--- src/rtl/instruction_encoder_pkg.sv ---
// VR16 ISA constants shared by the encoder (and its decoder counterpart):
// opcodes, field positions, format predicates, and the encoder FSM state type.
package vr16_isa_pkg;

    localparam int WORD_W  = 16;
    localparam int ADDR_W  = 12;
    localparam int ENTRY_W = WORD_W + ADDR_W;

    localparam logic [3:0] OP_ADD    = 4'h0;
    localparam logic [3:0] OP_ADDI   = 4'h1;
    localparam logic [3:0] OP_SUB    = 4'h2;
    localparam logic [3:0] OP_SUBI   = 4'h3;
    localparam logic [3:0] OP_AND    = 4'h4;
    localparam logic [3:0] OP_ANDI   = 4'h5;
    localparam logic [3:0] OP_OR     = 4'h6;
    localparam logic [3:0] OP_ORI    = 4'h7;
    localparam logic [3:0] OP_STOREI = 4'h8;
    localparam logic [3:0] OP_JUMP   = 4'h9;
    localparam logic [3:0] OP_DELETE = 4'hA;
    localparam logic [3:0] OP_XOR    = 4'hB;
    localparam logic [3:0] OP_NOT    = 4'hC;
    localparam logic [3:0] OP_SHL    = 4'hD;
    localparam logic [3:0] OP_SHR    = 4'hE;
    localparam logic [3:0] OP_HALT   = 4'hF;

    // Field positions inside the 16-bit word
    localparam int OPC_HI   = 15;
    localparam int OPC_LO   = 12;
    localparam int RD_HI    = 11;
    localparam int RD_LO    = 10;
    localparam int RS1_HI   = 9;
    localparam int RS1_LO   = 8;
    localparam int RS2_HI   = 7;
    localparam int RS2_LO   = 6;
    localparam int IMM10_HI = 9;
    localparam int IMM10_LO = 0;
    localparam int IMM8_HI  = 7;
    localparam int IMM8_LO  = 0;
    localparam int JADDR_HI = 11;
    localparam int JADDR_LO = 0;
    // STOREI places its register in the rs1 slot
    localparam int SRD_HI   = 9;
    localparam int SRD_LO   = 8;

    typedef enum logic [1:0] {
        ST_IDLE   = 2'd0,
        ST_RUN    = 2'd1,
        ST_SEALED = 2'd2
    } enc_state_t;

    function automatic logic is_rtype(input logic [3:0] op);
        case (op)
            OP_ADD, OP_SUB, OP_AND, OP_OR,
            OP_XOR, OP_NOT, OP_SHL, OP_SHR: return 1'b1;
            default:                        return 1'b0;
        endcase
    endfunction

    function automatic logic is_itype(input logic [3:0] op);
        case (op)
            OP_ADDI, OP_SUBI, OP_ANDI, OP_ORI: return 1'b1;
            default:                           return 1'b0;
        endcase
    endfunction

endpackage

--- src/rtl/instruction_encoder_if.sv ---
// Loader-side tuple handshake and memory-writer-side word handshake.
interface instruction_encoder_if;
    import vr16_isa_pkg::*;

    logic              in_valid;
    logic              in_ready;
    logic [3:0]        in_opcode;
    logic [1:0]        in_rd;
    logic [1:0]        in_rs1;
    logic [1:0]        in_rs2;
    logic [ADDR_W-1:0] in_imm;
    logic              out_valid;
    logic              out_ready;
    logic [WORD_W-1:0] out_instr;
    logic [ADDR_W-1:0] out_addr;

    modport master (
        output in_valid, in_opcode, in_rd, in_rs1, in_rs2, in_imm, out_ready,
        input  in_ready, out_valid, out_instr, out_addr
    );

    modport slave (
        input  in_valid, in_opcode, in_rd, in_rs1, in_rs2, in_imm, out_ready,
        output in_ready, out_valid, out_instr, out_addr
    );

endinterface

--- src/rtl/instruction_encoder_fifo.sv ---
// Synchronous FIFO with a registered head stage: a pushed entry lands in
// storage first and reaches the head register one edge later, so the
// consumer never sees a word in the same cycle it was written.
// count/full/empty include the head register.
module instr_fifo #(
    parameter int WIDTH = 28,
    parameter int DEPTH = 4
) (
    input  logic                       clk,
    input  logic                       reset,
    input  logic                       push,
    input  logic [WIDTH-1:0]           push_data,
    input  logic                       pop,
    output logic [WIDTH-1:0]           pop_data,
    output logic                       head_valid,
    output logic                       full,
    output logic                       empty,
    output logic [$clog2(DEPTH+1)-1:0] count
);

    localparam int PW = $clog2(DEPTH);
    localparam int CW = $clog2(DEPTH + 1);

    logic [WIDTH-1:0] mem [DEPTH];
    logic [PW-1:0]    wr_ptr;
    logic [PW-1:0]    rd_ptr;
    logic [CW-1:0]    mem_cnt;
    logic [WIDTH-1:0] head_q;
    logic             head_vld;
    logic             load;

    assign load = (mem_cnt != '0) && (!head_vld || pop);

    // Storage write; contents need no reset because mem_cnt gates reads
    always_ff @(posedge clk) begin
        if (push) mem[wr_ptr] <= push_data;
    end

    // Pointer and storage occupancy bookkeeping
    always_ff @(posedge clk or posedge reset) begin
        if (reset) begin
            wr_ptr  <= '0;
            rd_ptr  <= '0;
            mem_cnt <= '0;
        end else begin
            if (push) wr_ptr <= wr_ptr + PW'(1);
            if (load) rd_ptr <= rd_ptr + PW'(1);
            mem_cnt <= mem_cnt + CW'(push) - CW'(load);
        end
    end

    // Head register: refilled from storage when empty or being popped; holds last word otherwise
    always_ff @(posedge clk or posedge reset) begin
        if (reset) begin
            head_q   <= '0;
            head_vld <= 1'b0;
        end else if (load) begin
            head_q   <= mem[rd_ptr];
            head_vld <= 1'b1;
        end else if (pop) begin
            head_vld <= 1'b0;
        end
    end

    assign count      = mem_cnt + CW'(head_vld);
    assign full       = (count == CW'(DEPTH));
    assign empty      = (count == '0);
    assign pop_data   = head_q;
    assign head_valid = head_vld;

endmodule

--- src/rtl/instruction_encoder.sv ---
// VR16 instruction encoder: field tuples in, encoded words with ascending
// program addresses out through a small FIFO. Accepting HALT, or filling the
// last program address, seals the program until the next start.
//
//  state     | meaning
//  ST_IDLE   | after reset, waiting for start
//  ST_RUN    | accepting tuples, stamping addresses
//  ST_SEALED | program closed; start honoured only once the FIFO is empty
module instruction_encoder
    import vr16_isa_pkg::*;
#(
    parameter int FIFO_DEPTH = 4,
    parameter int PROG_DEPTH = 4096
) (
    input  logic                 clk,
    input  logic                 reset,
    input  logic                 start,
    instruction_encoder_if.slave bus,
    output logic                 busy,
    output logic                 done,
    output logic                 err_imm,
    output logic                 err_ovf
);

    localparam int                CW        = $clog2(FIFO_DEPTH + 1);
    localparam logic [ADDR_W-1:0] LAST_ADDR = ADDR_W'(PROG_DEPTH - 1);

    enc_state_t         state;
    enc_state_t         state_nxt;
    logic [ADDR_W-1:0]  addr_q;
    logic [WORD_W-1:0]  enc_word;
    logic               imm_bad;
    logic               in_ready;
    logic               push;
    logic               pop;
    logic               restart;
    logic               seal_ovf;
    logic               fifo_full;
    logic               fifo_empty;
    logic               head_valid;
    logic [CW-1:0]      fifo_count;
    logic [ENTRY_W-1:0] head_data;

    // Field-to-word encoder; out-of-range immediates are truncated and flagged
    always_comb begin
        enc_word                = '0;
        imm_bad                 = 1'b0;
        enc_word[OPC_HI:OPC_LO] = bus.in_opcode;
        if (is_rtype(bus.in_opcode)) begin
            enc_word[RD_HI:RD_LO]   = bus.in_rd;
            enc_word[RS1_HI:RS1_LO] = bus.in_rs1;
            enc_word[RS2_HI:RS2_LO] = bus.in_rs2;
        end else if (is_itype(bus.in_opcode)) begin
            enc_word[RD_HI:RD_LO]       = bus.in_rd;
            enc_word[IMM10_HI:IMM10_LO] = bus.in_imm[9:0];
            imm_bad                     = |bus.in_imm[11:10];
        end else begin
            case (bus.in_opcode)
                OP_STOREI: begin
                    enc_word[SRD_HI:SRD_LO]   = bus.in_rd;
                    enc_word[IMM8_HI:IMM8_LO] = bus.in_imm[7:0];
                    imm_bad                   = |bus.in_imm[11:8];
                end
                OP_JUMP:   enc_word[JADDR_HI:JADDR_LO] = bus.in_imm;
                OP_DELETE: enc_word[RD_HI:RD_LO]       = bus.in_rd;
                default:   ;
            endcase
        end
    end

    assign in_ready     = (state == ST_RUN) && !fifo_full;
    assign bus.in_ready = in_ready;
    assign push         = bus.in_valid && in_ready;
    assign pop          = head_valid && bus.out_ready;
    // A start in SEALED is dropped while words are still queued
    assign restart      = start && ((state != ST_SEALED) || fifo_empty);

    // Next-state: seal on HALT or on a push into the final program address
    always_comb begin
        state_nxt = state;
        seal_ovf  = 1'b0;
        unique case (state)
            ST_IDLE: begin
                if (start) state_nxt = ST_RUN;
            end
            ST_RUN: begin
                if (push) begin
                    if (bus.in_opcode == OP_HALT) begin
                        state_nxt = ST_SEALED;
                    end else if (addr_q == LAST_ADDR) begin
                        state_nxt = ST_SEALED;
                        seal_ovf  = 1'b1;
                    end
                end
            end
            ST_SEALED: begin
                if (start && fifo_empty) state_nxt = ST_RUN;
            end
            default: state_nxt = ST_IDLE;
        endcase
    end

    // State register
    always_ff @(posedge clk or posedge reset) begin
        if (reset) state <= ST_IDLE;
        else       state <= state_nxt;
    end

    // Address counter and sticky error flags; restart takes priority
    always_ff @(posedge clk or posedge reset) begin
        if (reset) begin
            addr_q  <= '0;
            err_imm <= 1'b0;
            err_ovf <= 1'b0;
        end else if (restart) begin
            addr_q  <= '0;
            err_imm <= 1'b0;
            err_ovf <= 1'b0;
        end else begin
            if (push)            addr_q  <= addr_q + ADDR_W'(1);
            if (push && imm_bad) err_imm <= 1'b1;
            if (seal_ovf)        err_ovf <= 1'b1;
        end
    end

    instr_fifo #(
        .WIDTH (ENTRY_W),
        .DEPTH (FIFO_DEPTH)
    ) u_fifo (
        .clk        (clk),
        .reset      (reset),
        .push       (push),
        .push_data  ({enc_word, addr_q}),
        .pop        (pop),
        .pop_data   (head_data),
        .head_valid (head_valid),
        .full       (fifo_full),
        .empty      (fifo_empty),
        .count      (fifo_count)
    );

    assign bus.out_valid = head_valid;
    assign bus.out_instr = head_data[ENTRY_W-1:ADDR_W];
    assign bus.out_addr  = head_data[ADDR_W-1:0];
    assign busy          = (state != ST_IDLE) || (fifo_count != '0);
    assign done          = (state == ST_SEALED) && fifo_empty;

endmodule
--- src/flat_wrapper.sv ---
// flat-port wrapper written by rule: the top's interface ports become plain ports
module instruction_encoder_flat import vr16_isa_pkg::*;
#(
    parameter int FIFO_DEPTH = 4,
    parameter int PROG_DEPTH = 4096
)
  (clk, reset, start, busy, done, err_imm, err_ovf, bus_in_valid, bus_in_opcode, bus_in_rd, bus_in_rs1, bus_in_rs2, bus_in_imm, bus_out_ready, bus_in_ready, bus_out_valid, bus_out_instr, bus_out_addr);
  instruction_encoder_if bus_i ();
  input  logic clk;
  input  logic reset;
  input  logic start;
  output logic busy;
  output logic done;
  output logic err_imm;
  output logic err_ovf;
  input wire logic [$bits(bus_i.in_valid)-1:0] bus_in_valid;
  input wire logic [$bits(bus_i.in_opcode)-1:0] bus_in_opcode;
  input wire logic [$bits(bus_i.in_rd)-1:0] bus_in_rd;
  input wire logic [$bits(bus_i.in_rs1)-1:0] bus_in_rs1;
  input wire logic [$bits(bus_i.in_rs2)-1:0] bus_in_rs2;
  input wire logic [$bits(bus_i.in_imm)-1:0] bus_in_imm;
  input wire logic [$bits(bus_i.out_ready)-1:0] bus_out_ready;
  output wire logic [$bits(bus_i.in_ready)-1:0] bus_in_ready;
  output wire logic [$bits(bus_i.out_valid)-1:0] bus_out_valid;
  output wire logic [$bits(bus_i.out_instr)-1:0] bus_out_instr;
  output wire logic [$bits(bus_i.out_addr)-1:0] bus_out_addr;
  assign bus_i.in_valid = bus_in_valid;
  assign bus_i.in_opcode = bus_in_opcode;
  assign bus_i.in_rd = bus_in_rd;
  assign bus_i.in_rs1 = bus_in_rs1;
  assign bus_i.in_rs2 = bus_in_rs2;
  assign bus_i.in_imm = bus_in_imm;
  assign bus_i.out_ready = bus_out_ready;
  assign bus_in_ready = bus_i.in_ready;
  assign bus_out_valid = bus_i.out_valid;
  assign bus_out_instr = bus_i.out_instr;
  assign bus_out_addr = bus_i.out_addr;
  instruction_encoder #(.FIFO_DEPTH(FIFO_DEPTH), .PROG_DEPTH(PROG_DEPTH)) u_core (.clk(clk), .reset(reset), .start(start), .bus(bus_i), .busy(busy), .done(done), .err_imm(err_imm), .err_ovf(err_ovf));
endmodule
--- config.mk ---
export PLATFORM = sky130hd
export DESIGN_NAME = instruction_encoder_flat
export DESIGN_NICKNAME = d
export VERILOG_FILES = /design/src/rtl/instruction_encoder_pkg.sv /design/src/rtl/instruction_encoder_if.sv /design/src/rtl/instruction_encoder_fifo.sv /design/src/rtl/instruction_encoder.sv /design/src/flat_wrapper.sv
export SDC_FILE = /design/constraint.sdc
export NUM_CORES = 1
export LEC_CHECK = 0
export ABC_AREA = 0
export CORE_AREA = 10 10 117 119
export CTS_BUF_LIST = sky130_fd_sc_hd__clkbuf_8
export CTS_CLUSTER_SIZE = 14
export DETAILED_ROUTE_END_ITERATION = 7
export DIE_AREA = 0 0 127 129
export PLACE_DENSITY = 0.81
export SETUP_SLACK_MARGIN = 0.05
export SKIP_LAST_GASP = 1
export SLEW_MARGIN = 20
export SYNTH_ARGS = -nofsm -noshare
export SYNTH_HDL_FRONTEND = slang
export SYNTH_SLANG_ARGS = --single-unit
--- constraint.sdc ---
create_clock -name clk -period 7.8 [get_ports clk]
set_clock_uncertainty 0.05 [all_clocks]
set_input_delay 1.95 -clock clk [delete_from_list [all_inputs] [get_ports clk]]
set_output_delay 1.95 -clock clk [all_outputs]
set_load 0.01 [all_outputs]
==> metrics.csv, run 1 <==
stage,metric,value,unit
synth,synth.largest_area_cell,edfxtp_1,
synth,ys_top_cells_by_area,"edfxtp_1 50%, dfrtp_1 19%, mux4_2 9.4%, mux2_2 4.7%, ha_1 1.7%",
worst_hold_path,worstHoldPathCells,1,
power_and_ir_drop,p_comb_frac,0.323,
power_and_ir_drop,swShare,0.306,
critical_path,crit_type,flip-flop to output pin,
clocking,cts_inserted_buffers,17,
power_and_ir_drop,ir_drop,268,uV
floorplanning,dieWidth,127,um
global_route,overflow,0,
cells_and_area,area_delta_synth_final,17.1,%
floorplanning,rows,39,
synth,synth-edff-count,112,
critical_path,cp-start-kind,flip-flop,
place,dp_hpwl,7.90,mm
cells_and_area,fillers,752,
cells_and_area,final_util,0.692,
clocking,clkSinkCount,164,
timing,timing.final.crit_share,0.592,
clocking,clk_path_buf_depth,2,
place,place_ws,3.08,ns
global_route,antenna_found_initial,0,
cells_and_area,drive_gt1_frac,0.218,
power_and_ir_drop,p_seq_frac,0.483,
floorplanning,die-area,16400,um^2
clocking,post_cts_buffers,0,
synth,syn_area_per_cell,17.0,um^2
worst_hold_path,worstHoldStart,u_core.u_fifo.pop_data[22],
critical_path,crit_top_cell,ha_1,
critical_path,reg2reg_depth,11,
routing,drc,0,
floorplanning,start_util,0.591,
synth,synth_seq_cells,164,
timing,finalHoldViolCount,0,
status,outcome,"finished, final reports clean",
critical_path,rrSetupSlack,4.68,ns
power_and_ir_drop,switchingPower,0.833,mW
synth,synth_top_area_frac,0.503,
worst_hold_path,hold-path-endpoint,u_core.u_fifo.pop_data[22],
global_route,first_global_vias,3783,
floorplanning,core,11300,um^2
clocking,cts.hold.buffers_added,0,
timing,relSlewSlack,0.528,
synth,ys_types,48,
synth,synth_flop_cell,edfxtp_1,
clocking,root_buffer,clkbuf_8,
synth,yosys_warnings,0,
timing,setup_ws,3.18,ns
timing,tightest_slew,0.707,ns
power_and_ir_drop,intPower,1.89,mW
critical_path,crit_fanout,5,
clocking,cts_tree,yes,
clocking,clk_pin_slew,0.08,ns
routing,ant_nets,0,
cells_and_area,regArea,4670,um^2
critical_path,slowest_delay,0.49,ns
synth,syn-num-nets,431,
timing,setup_violations,0,
global_route,grt_pass1_wl,20.3,mm
floorplanning,io_pins,61,
critical_path,critPathSlowestCell,clkdlybuf4s50_1,
clocking,worstSkewPairLatency,0.44,ns
critical_path,crit_arrival,2.62,ns
critical_path,crit_chain,ha_1 > ha_1 > nor2_1 > nand2_1 > or3_1 > clkdlybuf4s50_1,
timing,rsz0062_at_grt,no,
global_route,grt_use_total,0.159,
critical_path,cp_top_family,simple AND/OR/NAND/NOR gates,
place,routabilityCongestion,0.775,
timing,fin_crit,4.62,ns
cells_and_area,final_nets,502,
cells_and_area,diodes,0,
power_and_ir_drop,pwr-share-clk,0.195,
routing,vias,3675,
cells_and_area,multi_input_area,1920,um^2
routing,dr.pass1.iters,5,
critical_path,worstReg2RegStart,u_core.u_fifo.head_valid,
routing,totalWireLength,12.4,mm
critical_path,crit_path_end_kind,output pin,
clocking,ctsHtreeMaxLevel,4,
timing,fmax,0.217,GHz
floorplanning,die_y,129,um
synth,synthCells,394,
routing,vias_per_cell,5.92,
clocking,cts_resized,0,
timing,fin_tns_setup,0,ns
power_and_ir_drop,p_leak,2.80,nW
place,portBuffers,60,
routing,drtIter0Drc,481,
global_route,grt_max_degree,53,
timing,final-max-slew-violation-count,0,
critical_path,cp.required,5.80,ns
critical_path,critPathBufInv,1,
synth,yosysSeqAreaShare,0.697,
synth,async_reset_ff_frac,0.317,
power_and_ir_drop,powerDensity,347,nW/um^2
worst_hold_path,hold_path.class,flip-flop to flip-flop,
flow_run,max-cap-violations,0,
synth,syn_area,6690,um^2
critical_path,regToRegEndpoint,u_core.u_fifo.mem_cnt[2],
routing,wire_per_inst,20.0,um
[layout make-up]
cell class,instances,area share
clock buffer,17,0.0299
clock inverter,15,0.0139
inverter,13,0.00623
multi-input combinational,202,0.245
sequential,164,0.596
tap,143,0.0228
timing repair buffer,67,0.0859
[metal layers]
metal  wire length (um)  vias to the layer above  GRT usage
met4                198                        0     0.0650
met1               5180                     1872      0.195
met2               6300                      115      0.259
li1                   -                     1669          -
met3                718                       19     0.0497
met5                  0                        -          0
[worst max-delay path by stage]
| stage | startpoint | depth (start not counted) | slack (ns) | endpoint |
|---|---|---|---|---|
| 2_1_floorplan | bus_in_valid | 4 | 4.11 | u_core.u_fifo.mem[0][0] |
| 3_3_place_gp | bus_out_ready | 9 | 3.15 | u_core.u_fifo.mem_cnt[2] |
| 3_5_place_dp | bus_out_ready | 9 | 3.08 | u_core.u_fifo.mem_cnt[2] |
| 4_1_cts | u_core.u_fifo.head_valid | 6 | 3.13 | busy |
| 5_1_grt | u_core.u_fifo.head_valid | 6 | 3.02 | busy |
| 6_report | u_core.u_fifo.head_valid | 6 | 3.18 | busy |
[registers in the layout, summed over array words and instances (netlist names)]
name / flops
u_core.u_fifo.mem: 112
u_core.u_fifo.wr_ptr: 2
u_core.u_fifo.pop_data: 28
u_core.err_ovf: 1
u_core.u_fifo.rd_ptr: 2
u_core.err_imm: 1
u_core.state: 2
u_core.addr_q: 12
u_core.u_fifo.mem_cnt: 3
u_core.u_fifo.head_valid: 1
[cells by family (layout without fill, tap and decap cells)]
logic type / count (synthesis) / count (layout) / synth area share
adders and majority gates: 10 / 10 / 0.0198
xor gates and xnor gates: 11 / 11 / 0.0144
and+or+nand+nor: 74 / 74 / 0.0599
AOI/OAI and AO/OA: 51 / 51 / 0.0500
muxes: 56 / 56 / 0.141
buffers and inverters: 28 / 112 / 0.0170
DFF: 164 / 164 / 0.697
[worst reg2reg max path: cells and delay by family, from the launching register on]
family | cells | cell delay [ns]
buffers and inverters | 2 | 0.23
flip-flops | 1 | 0.44
adder cells (fa/ha/maj) | 5 | 1.30
XOR/XNOR | 3 | 0.50
AO/OA/AOI/OAI | 1 | 0.48
[synth_stat cells (all sizes together), types with 2 or more instances]
master	instances
ha	9
or4	4
o31ai	4
o22ai	2
mux2	28
a32o	2
xnor2	8
a21o	2
a31oi	2
nand3	4
nor2	16
nand3b	2
o21ai	14
a21oi	14
buf	8
o32a	2
and2	4
dfrtp	52
edfxtp	112
or2	2
nor3b	2
mux4	28
a32oi	2
xor2	3
nor2b	10
or3	4
nand2	15
nand2b	4
a22oi	2
inv	13
clkbuf	7
[metrics by stage]
step	hold WS [ns]	total power, mW	area (um^2)	std cells
final	0.458	2.72	7830	621
after global routing	0.475	2.89	7830	621
after CTS	0.462	2.75	7800	620
after detailed placement	0.445	2.22	7460	588
after global placement	0.439	2.18	7460	588
after floorplan	0.443	1.87	6690	394
[cell usage in the layout (no fill, tap or decap), types with 3 or more instances in the layout]
cell type          n
edfxtp_1         112
clkdlybuf4s50_1   60
dfrtp_1           51
mux4_2            28
mux2_2            28
clkbuf_8          17
nor2_1            16
nand2_1           15
o21ai_0           14
inv_1             12
a21oi_1           12
nor2b_1           10
ha_1               9
xnor2_1            8
buf_4              6
clkinv_4           5
nand2b_1           4
nand3_1            4
o31ai_1            4
or4_1              4
and2_1             4
xor2_1             3
or3_2              3
inv_6              3
clkinvlp_4         3
[power groups by stage]
stage               logic (mW)  registers, mW  clock network (mW)
floorplan                0.562           1.31                   0
global placement         0.863           1.32                   0
detailed placement       0.884           1.34                   0
CTS                      0.888           1.32               0.543
global route             0.960           1.35               0.581
finish                   0.878           1.31               0.529
Power figures use the tool's default switching activity.
==> inputs of run 2 (changes only) <==
--- a/config.mk
+++ b/config.mk
@@ -6,12 +6,12 @@
 export NUM_CORES = 1
 export LEC_CHECK = 0
 export ABC_AREA = 0
-export CORE_AREA = 10 10 117 119
+export CORE_AREA = 10 10 118 120
 export CTS_BUF_LIST = sky130_fd_sc_hd__clkbuf_8
 export CTS_CLUSTER_SIZE = 14
 export DETAILED_ROUTE_END_ITERATION = 7
-export DIE_AREA = 0 0 127 129
-export PLACE_DENSITY = 0.81
+export DIE_AREA = 0 0 128 130
+export PLACE_DENSITY = 0.8
 export SETUP_SLACK_MARGIN = 0.05
 export SKIP_LAST_GASP = 1
 export SLEW_MARGIN = 20
==> constraint.sdc (replaced) <==
create_clock -name clk -period 4.5 [get_ports clk]
set_clock_uncertainty 0.05 [all_clocks]
set_input_delay 1.125 -clock clk [delete_from_list [all_inputs] [get_ports clk]]
set_output_delay 1.125 -clock clk [all_outputs]
set_load 0.01 [all_outputs]
==> metrics.csv, run 2 (synthesis gave the netlist of run 1 again) <==
stage,metric,value,unit
status,outcome,"finished, final reports clean",
timing,tightest_slew,0.995,ns
critical_path,cp.required,3.32,ns
critical_path,slowest_delay,0.49,ns
timing,fin_tns_setup,0,ns
timing,fin_crit,3.80,ns
routing,top_layer,met4,
critical_path,critPathSlowestCell,clkdlybuf4s50_1,
floorplanning,dieWidth,128,um
power_and_ir_drop,swShare,0.284,
routing,met2_length,6.66,mm
critical_path,crit_fanout,5,
global_route,antenna_found_initial,0,
power_and_ir_drop,pwr-share-clk,0.227,
clocking,root_buffer,clkbuf_8,
critical_path,crit_arrival,2.63,ns
cells_and_area,largest_reg_flops,112,
cells_and_area,final_common_cell,edfxtp_1,
cells_and_area,diodes,0,
flow_run,max-cap-violations,0,
clocking,worstSkewPairLatency,0.44,ns
cells_and_area,final_util,0.674,
floorplanning,start_util,0.571,
timing,finalHoldViolCount,0,
floorplanning,core,11700,um^2
place,portBuffers,60,
routing,m1WireLength,4.80,mm
power_and_ir_drop,p_comb_frac,0.303,
routing,vias,3646,
place,place_ws,0.759,ns
routing,totalWireLength,12.3,mm
cells_and_area,drive_gt1_frac,0.216,
timing,setup_ws,0.700,ns
power_and_ir_drop,switchingPower,1.39,mW
timing,final-max-slew-violation-count,0,
floorplanning,die_y,130,um
clocking,ctsHtreeMaxLevel,4,
critical_path,cp_top_family,simple AND/OR/NAND/NOR gates,
place,dp_hpwl,8.16,mm
cells_and_area,final_cell_mix,"112 x edfxtp_1, 60 x clkdlybuf4s50_1, 51 x dfrtp_1",
place,routabilityCongestion,0.825,
power_and_ir_drop,p_seq_frac,0.470,
timing,relSlewSlack,0.337,
cells_and_area,finish.instance_area,7900,um^2
clocking,cts_inserted_buffers,17,
timing,fmax,0.263,GHz
floorplanning,die-area,16600,um^2
clocking,clkSinkCount,164,
cells_and_area,final_nets,502,
cells_and_area,area_delta_synth_final,18.1,%
clocking,post_cts_buffers,0,
global_route,grt_max_degree,38,
clocking,cts_tree,yes,
power_and_ir_drop,powerDensity,619,nW/um^2
power_and_ir_drop,intPower,3.50,mW
power_and_ir_drop,ir_drop,371,uV
power_and_ir_drop,power,4.89,mW
timing,rsz0062_at_grt,no,
clocking,clk_path_buf_depth,2,
routing,vias_per_cell,5.84,
floorplanning,rows,40,
clocking,clk_pin_slew,0.08,ns
routing,wl_met3,736,um
clocking,cts.hold.buffers_added,0,
routing,wire_per_inst,19.8,um
routing,drtIter0Drc,288,
routing,drc,0,
floorplanning,io_pins,61,
routing,dr.pass1.iters,4,
global_route,first_global_vias,3863,
critical_path,crit_type,flip-flop to output pin,
place,postPlaceCellArea,7470,um^2
cells_and_area,top_register,u_core.u_fifo.mem,
worst_hold_path,hold_path.class,flip-flop to flip-flop,
critical_path,crit_path_end_kind,output pin,
global_route,grt_use_total,0.157,
timing,timing.final.crit_share,0.845,
timing,setup_violations,0,
critical_path,crit_chain,ha_1 > ha_1 > nor2_1 > nand2_1 > or3_1 > clkdlybuf4s50_1,
critical_path,cp-start-kind,flip-flop,
routing,ant_nets,0,
critical_path,critPathBufInv,1,
global_route,overflow,0,
power_and_ir_drop,p_leak,2.85,nW
critical_path,crit_top_cell,ha_1,
global_route,grt_pass1_wl,20.0,mm
clocking,cts_resized,0,
[run 2: metal layers]
layer  track usage  vias up
li1              -     1669
met1         0.183     1868
met2         0.265       98
met3        0.0519       11
met4        0.0623        0
met5             0        -
[run 2: final cells by class]
class | instances | area, um^2
Tap cell | 147 | 184
Clock buffer | 19 | 262
Sequential cell | 164 | 4670
Multi-Input combinational cell | 202 | 1920
Inverter | 13 | 48.8
Timing Repair Buffer | 67 | 653
Clock inverter | 12 | 165
Fill cell | 794 | 3810
[run 2: final timing paths]
| kind | from | endpoint | slack (ns) | depth (start not counted) |
|---|---|---|---|---|
| min in group asynchronous | reset | u_core.u_fifo.pop_data[17] | 1.12 | 2 |
| worst max-delay path | u_core.u_fifo.head_valid | busy | 0.70 | 6 |
| max in group asynchronous | reset | u_core.u_fifo.wr_ptr[1] | 2.55 | 3 |
| worst min register to register | u_core.u_fifo.pop_data[12] | u_core.u_fifo.pop_data[12] | 0.46 | 1 |
| worst min-delay path | u_core.u_fifo.pop_data[12] | u_core.u_fifo.pop_data[12] | 0.46 | 1 |
| worst max register to register | u_core.u_fifo.head_valid | u_core.u_fifo.mem_cnt[2] | 1.37 | 11 |
[run 2: metrics by stage]
step	cells	hold WS, ns
after floorplan	394	0.443
after global placement	593	0.439
after detailed placement	593	0.440
after CTS	624	0.462
after global routing	624	0.473
final	624	0.459
[run 2: power groups by stage]
stage	registers (mW)	logic, mW	clock network, mW
floorplan	2.26	0.974	0
global placement	2.31	1.47	0
detailed placement	2.34	1.51	0
CTS	2.31	1.52	1.13
global route	2.36	1.61	1.19
finish	2.30	1.48	1.11
==> inputs of run 3 (changes only) <==
--- a/config.mk
+++ b/config.mk
@@ -6,12 +6,12 @@
 export NUM_CORES = 1
 export LEC_CHECK = 0
 export ABC_AREA = 0
-export CORE_AREA = 10 10 118 120
+export CORE_AREA = 10 10 123 125
 export CTS_BUF_LIST = sky130_fd_sc_hd__clkbuf_8
 export CTS_CLUSTER_SIZE = 14
 export DETAILED_ROUTE_END_ITERATION = 7
-export DIE_AREA = 0 0 128 130
-export PLACE_DENSITY = 0.8
+export DIE_AREA = 0 0 133 135
+export PLACE_DENSITY = 0.77
 export SETUP_SLACK_MARGIN = 0.05
 export SKIP_LAST_GASP = 1
 export SLEW_MARGIN = 20
==> constraint.sdc (replaced) <==
create_clock -name clk -period 3.31 [get_ports clk]
set_clock_uncertainty 0.05 [all_clocks]
set_input_delay 0.8275 -clock clk [delete_from_list [all_inputs] [get_ports clk]]
set_output_delay 0.8275 -clock clk [all_outputs]
set_load 0.01 [all_outputs]
==> metrics.csv, run 3 (synthesis gave the netlist of run 1 again) <==
stage,metric,value,unit
power_and_ir_drop,p_leak,2.91,nW
floorplanning,dieWidth,133,um
critical_path,reg2reg_depth,11,
timing,fin_tns_setup,0,ns
global_route,grt_max_degree,31,
timing,final-max-slew-violation-count,0,
timing,rsz0062_at_grt,no,
clocking,cts_inserted_buffers,17,
place,place_ws,0.239,ns
cells_and_area,area_delta_synth_final,19.9,%
cells_and_area,final_cell_mix,"112 x edfxtp_1, 58 x clkdlybuf4s50_1, 51 x dfrtp_1",
power_and_ir_drop,p_seq_frac,0.461,
timing,setup_ws,0.165,ns
status,outcome,"finished, final reports clean",
cells_and_area,fillers,884,
power_and_ir_drop,switchingPower,1.97,mW
power_and_ir_drop,powerDensity,833,nW/um^2
critical_path,critical_path.startpoint,u_core.u_fifo.mem_cnt[0],
timing,tightest_slew,0.722,ns
routing,totalWireLength,13.0,mm
cells_and_area,finish.instance_area,8020,um^2
timing,relSlewSlack,0.506,
timing,timing.final.crit_share,0.950,
clocking,ctsHtreeMaxLevel,4,
power_and_ir_drop,swShare,0.294,
timing,setup_violations,0,
global_route,grt_use_total,0.151,
critical_path,cp-start-kind,flip-flop,
clocking,cts.hold.buffers_added,0,
cells_and_area,largest_reg_flops,112,
place,routabilityCongestion,0.791,
power_and_ir_drop,intPower,4.71,mW
routing,drc,0,
cells_and_area,final_common_cell,edfxtp_1,
cells_and_area,final_nets,513,
worst_hold_path,worstHoldStart,u_core.u_fifo.pop_data[5],
clocking,worstSkewPairLatency,0.45,ns
floorplanning,core,12600,um^2
cells_and_area,top_register,u_core.u_fifo.mem,
place,postPlaceCellArea,7600,um^2
clocking,clk_path_buf_depth,2,
clocking,root_buffer,clkbuf_8,
power_and_ir_drop,p_comb_frac,0.330,
place,dp_hpwl,8.55,mm
critical_path,critPathSlowestCell,clkdlybuf4s50_1,
global_route,antenna_found_initial,0,
critical_path,crit_type,flip-flop to output pin,
cells_and_area,diodes,0,
critical_path,cp.required,2.43,ns
cells_and_area,multi_input_area,1940,um^2
critical_path,crit_arrival,2.27,ns
timing,fin_crit,3.14,ns
routing,drtIter0Drc,371,
routing,wire_per_inst,19.6,um
worst_hold_path,worstHoldPathCells,1,
critical_path,worstReg2RegStart,u_core.u_fifo.mem_cnt[0],
power_and_ir_drop,pwr-share-clk,0.208,
floorplanning,die-area,18000,um^2
critical_path,rrSetupSlack,0.59,ns
critical_path,crit_fanout,4,
timing,fmax,0.318,GHz
floorplanning,io_pins,61,
routing,vias,3696,
floorplanning,die_y,135,um
place,portBuffers,60,
critical_path,cp_num_cells,5,
timing,finalHoldViolCount,0,
clocking,cts_tree,yes,
global_route,first_global_vias,3819,
power_and_ir_drop,ir_drop,365,uV
floorplanning,start_util,0.532,
global_route,grt_pass1_wl,20.9,mm
global_route,overflow,0,
routing,vias_per_cell,5.59,
flow_run,max-cap-violations,0,
critical_path,cp_top_family,buffers and inverters,
critical_path,crit_top_cell,ha_1,
critical_path,critPathBufInv,1,
worst_hold_path,hold_path.class,flip-flop to flip-flop,
critical_path,slowest_delay,0.56,ns
critical_path,crit_path_end_kind,output pin,
timing,hold_slack,0.456,ns
floorplanning,rows,41,
clocking,clk_pin_slew,0.08,ns
cells_and_area,regArea,4670,um^2
routing,dr.pass1.iters,5,
critical_path,crit_chain,ha_1 > ha_1 > xor2_2 > a21oi_1 > clkdlybuf4s50_1,
clocking,clkSinkCount,164,
cells_and_area,drive_gt1_frac,0.243,
routing,ant_nets,0,
[run 3: path summary, 6_finish.rpt]
check                                             end
min in group asynchronous  u_core.u_fifo.pop_data[20]
min reg2reg                 u_core.u_fifo.pop_data[5]
max reg2reg                  u_core.u_fifo.mem_cnt[2]
max                                      bus_in_ready
min                         u_core.u_fifo.pop_data[5]
max in group asynchronous     u_core.u_fifo.wr_ptr[1]
[run 3: final cells by class]
| type | instances | share of cell area |
|---|---|---|
| inverter | 13 | 0.00608 |
| timing repair buffer | 78 | 0.0945 |
| clock inverter | 12 | 0.0142 |
| clock buffer | 20 | 0.0343 |
| multi-input combinational | 202 | 0.242 |
| sequential | 164 | 0.582 |
| tap | 172 | 0.0268 |
[run 3: stage by stage]
stage / power [mW] / util / instances
global placement: 5.23 / 0.605 / 628
floorplan: 4.40 / - / 394
finish: 6.68 / 0.638 / 661
CTS: 6.76 / 0.638 / 661
detailed placement: 5.34 / 0.605 / 628
global route: 7.05 / 0.638 / 661
[run 3: power groups by stage]
stage	sequential [mW]	clock, mW	combinational [mW]
2_1_floorplan	3.08	0	1.32
3_3_place_gp	3.10	0	2.13
3_5_place_dp	3.14	0	2.20
4_1_cts	3.10	1.41	2.25
5_1_grt	3.16	1.51	2.39
6_report	3.08	1.39	2.21
[run 3: per-layer routing]
metal	vias to the layer above	global-route usage	routed length, um
met5	-	0	0
met4	0	0.0593	220
met3	21	0.0423	761
met2	107	0.253	6650
met1	1880	0.182	5330
li1	1688	-	-
[run 3: what timing repair did]
item	CTS	global route
buffers inserted	1	0
gates resized for setup	5	1
endpoints found under the setup margin	3	1
